[src/rtl/datapath_sequencer_if.sv]
// Instruction handshake plus datapath control bundle between the sequencer and its neighbours.
// master: instruction source / datapath side; slave: the sequencer.
interface datapath_sequencer_if #(
  parameter int unsigned COUNT_W = 16
);
  logic               instr_valid;
  logic               instr_ready;
  logic [31:0]        instr;
  logic               zero_flag;
  logic [4:0]         read_reg_num1;
  logic [4:0]         read_reg_num2;
  logic [4:0]         write_reg;
  logic [3:0]         alu_control;
  logic               regwrite;
  logic               last_zero;
  logic               illegal_instr;
  logic [COUNT_W-1:0] retired_count;

  modport master (
    output instr_valid, instr, zero_flag,
    input  instr_ready, read_reg_num1, read_reg_num2, write_reg, alu_control,
    input  regwrite, last_zero, illegal_instr, retired_count
  );

  modport slave (
    input  instr_valid, instr, zero_flag,
    output instr_ready, read_reg_num1, read_reg_num2, write_reg, alu_control,
    output regwrite, last_zero, illegal_instr, retired_count
  );
endinterface

[src/rtl/datapath_sequencer.sv]
// Sequences RV32I R-type instructions through DECODE/EXEC for the register-file/ALU datapath.
// Define DATAPATH_SEQ_RETIRE_COUNT_EN to build the retired-instruction counter.
module datapath_sequencer #(
  parameter int unsigned COUNT_W      = 16,
  parameter logic [6:0]  OPCODE_RTYPE = 7'b0110011
) (
  input logic                 clock,
  input logic                 reset,
  datapath_sequencer_if.slave bus
);

  typedef enum logic [1:0] {StIdle, StDecode, StExec, StErr} state_e;

  state_e     state_q, state_d;
  logic [4:0] rs1_q, rs2_q, rd_q;
  logic [3:0] alu_q;
  logic       last_zero_q;
  logic [3:0] alu_dec;
  logic       funct_ok;
  logic       legal;
  logic       accept;

  always_comb begin
    alu_dec  = 4'b0000;
    funct_ok = 1'b1;
    case ({bus.instr[31:25], bus.instr[14:12]})
      10'b0000000_000: alu_dec = 4'b0010;
      10'b0100000_000: alu_dec = 4'b0110;
      10'b0000000_111: alu_dec = 4'b0000;
      10'b0000000_110: alu_dec = 4'b0001;
      10'b0000000_100: alu_dec = 4'b0011;
      10'b0000000_001: alu_dec = 4'b0100;
      10'b0000000_101: alu_dec = 4'b0101;
      10'b0100000_101: alu_dec = 4'b1001;
      10'b0000000_010: alu_dec = 4'b0111;
      10'b0000000_011: alu_dec = 4'b1000;
      default:         funct_ok = 1'b0;
    endcase
  end

  assign legal  = funct_ok && (bus.instr[6:0] == OPCODE_RTYPE);
  assign accept = bus.instr_valid && (state_q == StIdle);

  always_comb begin
    state_d = state_q;
    unique case (state_q)
      StIdle:   if (accept) state_d = legal ? StDecode : StErr;
      StDecode: state_d = StExec;
      StExec:   state_d = StIdle;
      StErr:    state_d = StIdle;
      default:  state_d = StIdle;
    endcase
  end

  always_ff @(posedge clock or posedge reset) begin
    if (reset) begin
      state_q <= StIdle;
    end else begin
      state_q <= state_d;
    end
  end

  // Field registers only load on a legal accept so ERR and IDLE keep the previous values.
  always_ff @(posedge clock or posedge reset) begin
    if (reset) begin
      rs1_q <= '0;
      rs2_q <= '0;
      rd_q  <= '0;
      alu_q <= '0;
    end else if (accept && legal) begin
      rs1_q <= bus.instr[19:15];
      rs2_q <= bus.instr[24:20];
      rd_q  <= bus.instr[11:7];
      alu_q <= alu_dec;
    end
  end

  always_ff @(posedge clock or posedge reset) begin
    if (reset) begin
      last_zero_q <= 1'b0;
    end else if (state_q == StExec) begin
      last_zero_q <= bus.zero_flag;
    end
  end

`ifdef DATAPATH_SEQ_RETIRE_COUNT_EN
  logic [COUNT_W-1:0] count_q;

  always_ff @(posedge clock or posedge reset) begin
    if (reset) begin
      count_q <= '0;
    end else if (state_q == StExec) begin
      count_q <= count_q + COUNT_W'(1);
    end
  end

  assign bus.retired_count = count_q;
`else
  assign bus.retired_count = '0;
`endif

  assign bus.instr_ready   = (state_q == StIdle);
  assign bus.illegal_instr = (state_q == StErr);
  // Writes to x0 are suppressed but the instruction still retires.
  assign bus.regwrite      = (state_q == StExec) && (rd_q != 5'd0);
  assign bus.read_reg_num1 = rs1_q;
  assign bus.read_reg_num2 = rs2_q;
  assign bus.write_reg     = rd_q;
  assign bus.alu_control   = alu_q;
  assign bus.last_zero     = last_zero_q;

endmodule

[src/flat_wrapper.sv]
// flat-port wrapper written by rule: the top's interface ports become plain ports
module datapath_sequencer_flat 
#(
  parameter int unsigned COUNT_W      = 16,
  parameter logic [6:0]  OPCODE_RTYPE = 7'b0110011
)
  (clock, reset, bus_instr_valid, bus_instr, bus_zero_flag, bus_instr_ready, bus_read_reg_num1, bus_read_reg_num2, bus_write_reg, bus_alu_control, bus_regwrite, bus_last_zero, bus_illegal_instr, bus_retired_count);
  datapath_sequencer_if #(.COUNT_W(COUNT_W)) bus_i ();
  input logic clock;
  input logic reset;
  input wire logic [$bits(bus_i.instr_valid)-1:0] bus_instr_valid;
  input wire logic [$bits(bus_i.instr)-1:0] bus_instr;
  input wire logic [$bits(bus_i.zero_flag)-1:0] bus_zero_flag;
  output wire logic [$bits(bus_i.instr_ready)-1:0] bus_instr_ready;
  output wire logic [$bits(bus_i.read_reg_num1)-1:0] bus_read_reg_num1;
  output wire logic [$bits(bus_i.read_reg_num2)-1:0] bus_read_reg_num2;
  output wire logic [$bits(bus_i.write_reg)-1:0] bus_write_reg;
  output wire logic [$bits(bus_i.alu_control)-1:0] bus_alu_control;
  output wire logic [$bits(bus_i.regwrite)-1:0] bus_regwrite;
  output wire logic [$bits(bus_i.last_zero)-1:0] bus_last_zero;
  output wire logic [$bits(bus_i.illegal_instr)-1:0] bus_illegal_instr;
  output wire logic [$bits(bus_i.retired_count)-1:0] bus_retired_count;
  assign bus_i.instr_valid = bus_instr_valid;
  assign bus_i.instr = bus_instr;
  assign bus_i.zero_flag = bus_zero_flag;
  assign bus_instr_ready = bus_i.instr_ready;
  assign bus_read_reg_num1 = bus_i.read_reg_num1;
  assign bus_read_reg_num2 = bus_i.read_reg_num2;
  assign bus_write_reg = bus_i.write_reg;
  assign bus_alu_control = bus_i.alu_control;
  assign bus_regwrite = bus_i.regwrite;
  assign bus_last_zero = bus_i.last_zero;
  assign bus_illegal_instr = bus_i.illegal_instr;
  assign bus_retired_count = bus_i.retired_count;
  datapath_sequencer #(.COUNT_W(COUNT_W), .OPCODE_RTYPE(OPCODE_RTYPE)) u_core (.clock(clock), .reset(reset), .bus(bus_i));
endmodule
[config.mk]
export PLATFORM = sky130hd
export DESIGN_NAME = datapath_sequencer_flat
export DESIGN_NICKNAME = d
export VERILOG_FILES = /design/src/rtl/datapath_sequencer_if.sv /design/src/rtl/datapath_sequencer.sv /design/src/flat_wrapper.sv
export SDC_FILE = /design/constraint.sdc
export NUM_CORES = 1
export LEC_CHECK = 0
export BUFFER_PORTS_ARGS = -buffer_cell sky130_fd_sc_hd__buf_2
export CAP_MARGIN = 15
export CELL_PAD_IN_SITES_DETAIL_PLACEMENT = 1
export CELL_PAD_IN_SITES_GLOBAL_PLACEMENT = 1
export CORE_MARGIN = 3
export CORE_UTILIZATION = 31
export CTS_CLUSTER_DIAMETER = 50
export DETAILED_ROUTE_END_ITERATION = 10
export PLACE_DENSITY_LB_ADDON = 0.1
export SYNTH_ARGS = -nofsm -noshare
export SYNTH_HDL_FRONTEND = slang
export SYNTH_SLANG_ARGS = --single-unit
[constraint.sdc]
create_clock -name clock -period 2.06 [get_ports clock]
set_input_delay 0.412 -clock clock [delete_from_list [all_inputs] [get_ports clock]]
set_output_delay 0.412 -clock clock [all_outputs]
set_load 0.05 [all_outputs]
# ---- After elaboration in Yosys (flattened, before gate mapping)
# Cells that the tools add are included.
dict set report op_classes {
  addsub 0
  shift 0
  bitwise 0
  muxes 5
  eq_ne 14
  reduce_logical 9
  n_div 0
  n_lt_le_gt_ge 0
  multipliers 0
}
# cell n
set op_table {}
lappend op_table {{$eq 10x3->1 const B} 4}
lappend op_table {{$pmux 4 s9} 1}
lappend op_table {{$eq 10x2->1 const B} 2}
lappend op_table {{$eq 10x9->1 const B} 2}
lappend op_table {{$eq 10x1->1 const B} 1}
lappend op_table {{$logic_not 10->1} 1}
lappend op_table {{$reduce_or 10->1} 1}
lappend op_table {{$eq 7x6->1 const B} 1}
lappend op_table {{$pmux 2 s3} 1}
lappend op_table {{$reduce_bool 5->1} 1}
lappend op_table {{$eq 2x2->1 const B} 2}
lappend op_table {{$logic_and 1x1->1} 4}
lappend op_table {{$mux 2} 2}
lappend op_table {{$eq 2x1->1 const B} 1}
lappend op_table {{$logic_not 2->1} 1}
lappend op_table {{$ne 2x1->1 const B} 1}
lappend op_table {{$reduce_or 2->1} 1}
lappend op_table {{$mux 1} 1}
dict set report totals {
  mem_count 0
  romBits 0
  inputBits 36
  latchBits 0
  elab_cells 34
  ram_bits 0
  output_inout_bits 39
  regBits 22
}

# ---- Depth between registers and ports, before layout
dict set report logic_depth {
  depth_word 7
  mapped_depth 6
  ltp_nobuf 4
}

# ---- Worst setup path before layout
# Ideal clock, no wire load.
dict set report synth_path {
  path_type {reg-to-output}
  startpoint {reg u_core.rd_q[1], in the netlist u_core.bus.write_reg[1]}
  endpoint {out bus_regwrite}
  setup_slack_ps 183
  path_buffers 0
  t_required_ps 1648
  arrival_time_ps 1465
  path_stages_with_launch 3
  cell_sequence {dfrtp_1 > or4_1 > o21a_1}
}
dict set report synth_between {
  elab_chain_len 2
}
# item line
set synth_lines {}
lappend synth_lines {{start: declaration} datapath_sequencer.sv:15} ;# logic [4:0] rs1_q, rs2_q, rd_q;
lappend synth_lines {{start signal: assignment} datapath_sequencer.sv:73} ;# rd_q <= bus.instr[11:7];
lappend synth_lines {{$reduce_bool 5->1} datapath_sequencer.sv:105} ;# assign bus.regwrite = (state_q == StExec) && (rd_q != 5'd0);
lappend synth_lines {{$logic_and 1x1->1} datapath_sequencer.sv:105}
lappend synth_lines {{end: declaration} flat_wrapper.sv:19} ;# output wire logic [$bits(bus_i.regwrite)-1:0] bus_regwrite;
# No other way between the ends.

# ---- Final worst setup path
# Ends and elaborated chain as after synthesis.

==> flow_summary.json <==
{
  "outcome": "finished clean",
  "end_kind": "output pin",
  "syn_avg_cell_area_um2": 11.71,
  "ant_nets": 0,
  "die_w_um": 69.28,
  "cts_made_buffers": 3,
  "cts_max_level": 1,
  "grt.total_usage_pct": 11.52,
  "yosysMostFrequentCell": "dfrtp_1",
  "drv_slew": 0,
  "drt_pre_antenna_iters": 3,
  "io_buffers": 58,
  "synth_edf_count": 0,
  "synthFlopType": "dfrtp_1",
  "worstPathRequired_ns": 1.65,
  "p_leak_uw": 0.0008928,
  "drt-total-wl_mm": 2.933,
  "synth_common_cells": "dfrtp_1 (22), buf_4 (17), mux2_4 (10)",
  "overflow": 0,
  "tritoncts": "built",
  "hold_buffers": 0,
  "drt_iter0_drc": 18,
  "setup_violations": 0,
  "skew_ns": 0.003442,
  "yosys_warnings": 0,
  "post-route-drc-count": 0,
  "synthDominantCellAreaShare_pct": 44.35,
  "grt_pass1_vias": 955,
  "met3_length_um": 171,
  "gp_congestion": 0.7831,
  "layout-drive-gt1-share_pct": 52.73,
  "finalNonFillerCells": 213,
  "async_reset_ff_share_pct": 100.0,
  "dieArea_um2": 4799,
  "finish.net_count": 202,
  "worstSetupPathType": "reg2out",
  "arrival_ns": 1.55,
  "cp_max_fo": 3,
  "drv_cap": 0,
  "grt_max_degree": 23,
  "hold_viol_final": 0,
  "ys_seq_elements": 22,
  "yosysSeqAreaShare_pct": 44.35,
  "wl_met2_mm": 1.508,
  "vias": 952,
  "clk_pin_slew_ns": 0.08,
  "root_buffer": "clkbuf_8",
  "antenna_found_initial": 0,
  "regToRegSetupSlack_ns": 0.57,
  "dieHeight_um": 69.28,
  "grt_pass1_wl_mm": 4.567,
  "hpwlAfterDp_mm": 2.386,
  "hp-class": "in2async",
  "route.top_layer_used": "met4",
  "place_inst": 209,
  "startpoint_type": "flip-flop",
  "fin_tns_setup_ns": 0,
  "io_pins": 75,
  "reg2reg_to": "u_core.bus.read_reg_num1[0]$_DFFE_PP0P_",
  "maxClockFrequency_mhz": 509.7,
  "wl_met1_mm": 1.226,
  "n_antenna_cell": 0,
  "vias_per_cell": 4.469,
  "rows": 22,
  "clock_latency_ns": 0.26,
  "yosysTopAreaCell": "dfrtp_1",
  "wl_per_cell_um": 13.77,
  "cts_resized": 0,
  "initial_core_util_pct": 32.91,
  "finalCriticalPeriod_ns": 1.962,
  "power_density_nw_per_um2": 679.9,
  "finalCritPeriodShare_pct": 95.24,
  "worstRegToRegCells": 3,
  "cts_buffer_depth": 2,
  "cts.sinks": 22,
  "syn2layout_area_growth_pct": 28.13,
  "syn_inst": 106,
  "fp.coreArea_um2": 3771,
  "rsz0062_at_grt": "false",
  "netlist_area_um2": 1241,
  "vdd_ir_drop_max_uv": 262.2,
  "yosys.cell_types.count": 39,
  "r2r_start": "u_core.state_q[0]$_DFFE_PP0P_",
  "synth_area_leaders": "dfrtp_1 (44%), mux2_4 (12%), buf_4 (10%)",
  "cts_setup_buffers": 0
}
-- cells in the final DEF (no fill, tap or decap), drive strengths merged, types with 2 or more instances in the layout --
cell and instances:
a21oi 2, a31oi 2, and2 2, buf 61, clkbuf 3, conb 16, dfrtp 22, inv 3
mux2 16, nand2 4, nand3 3, nand4 2, nor2 3, nor2b 2, nor3b 2, o21ai 5
-- per-layer routing --
layer | track usage (%) | vias to the layer above
li1 | - | 456
met5 | 0 | -
met4 | 3.905 | 0
met3 | 1.884 | 2
met2 | 19.81 | 38
met1 | 14.56 | 456
-- metrics by stage --
| step | hold WS (ns) | setup WS [ns] | cell area (µm²) | total power (µW) | utilization (%) |
|---|---|---|---|---|---|
| 4_1_cts | 0.1892 | 0.08770 | 1590 | 1098 | 42.17 |
| 2_1_floorplan | 0.4012 | 0.1827 | 1297 | 652.6 | - |
| 5_1_grt | 0.2209 | 0.03594 | 1590 | 1129 | 42.17 |
| 6_report | 0.1755 | 0.09812 | 1590 | 1081 | 42.17 |
| 3_3_place_gp | 0.4654 | 0.2112 | 1519 | 690.5 | 40.28 |
| 3_5_place_dp | 0.4737 | 0.1855 | 1519 | 695.6 | 40.28 |
-- final cells by class --
| type | count | area, µm² |
|---|---|---|
| fill | 440 | 2181 |
| multi-input combinational | 75 | 584.3 |
| sequential | 22 | 550.5 |
| timing repair buffer | 61 | 312.8 |
| tap | 48 | 60.06 |
| clock buffer | 3 | 41.29 |
| clock inverter | 1 | 30.03 |
| inverter | 3 | 11.26 |
-- where the power goes --
part / internal (µW) / leakage, µW / total (µW) / switching, µW
clock network: 259 / 0.0000357 / 396 / 137
registers: 443 / 0.000292 / 456 / 12.2
logic: 64.3 / 0.000565 / 229 / 165
total: 767 / 0.000893 / 1080 / 314
-- critical path, stage by stage (launching register included) --
cell and delay [ns]:
dfrtp_1 0.39, or4_1 0.52, o21a_1 0.18, buf_2 0.20
-- cells by family after synthesis --
| group | share of synthesized area (%) |
|---|---|
| xor gates and xnor gates | 0.7058 |
| and+or+nand+nor | 14.11 |
| muxes | 17.54 |
| other | 0.3021 |
| AOI/OAI and AO/OA | 9.880 |
| DFF | 44.35 |
| buffers and inverters | 13.10 |
-- worst max-delay path by stage --
stage / startpoint / endpoint / slack [ns] / depth (start not counted)
after floorplan: u_core.bus.write_reg[1]$_DFFE_PP0P_ / bus_regwrite / 0.18 / 2
after global placement: bus_instr[6] / u_core.bus.write_reg[0]$_DFFE_PP0P_ / 0.21 / 5
after detailed placement: bus_instr[6] / u_core.bus.read_reg_num1[0]$_DFFE_PP0P_ / 0.19 / 5
after CTS: u_core.bus.write_reg[0]$_DFFE_PP0P_ / bus_regwrite / 0.09 / 3
after global routing: u_core.bus.write_reg[0]$_DFFE_PP0P_ / bus_regwrite / 0.04 / 3
final: u_core.bus.write_reg[1]$_DFFE_PP0P_ / bus_regwrite / 0.1 / 3
(Power assumes the default switching activity.)
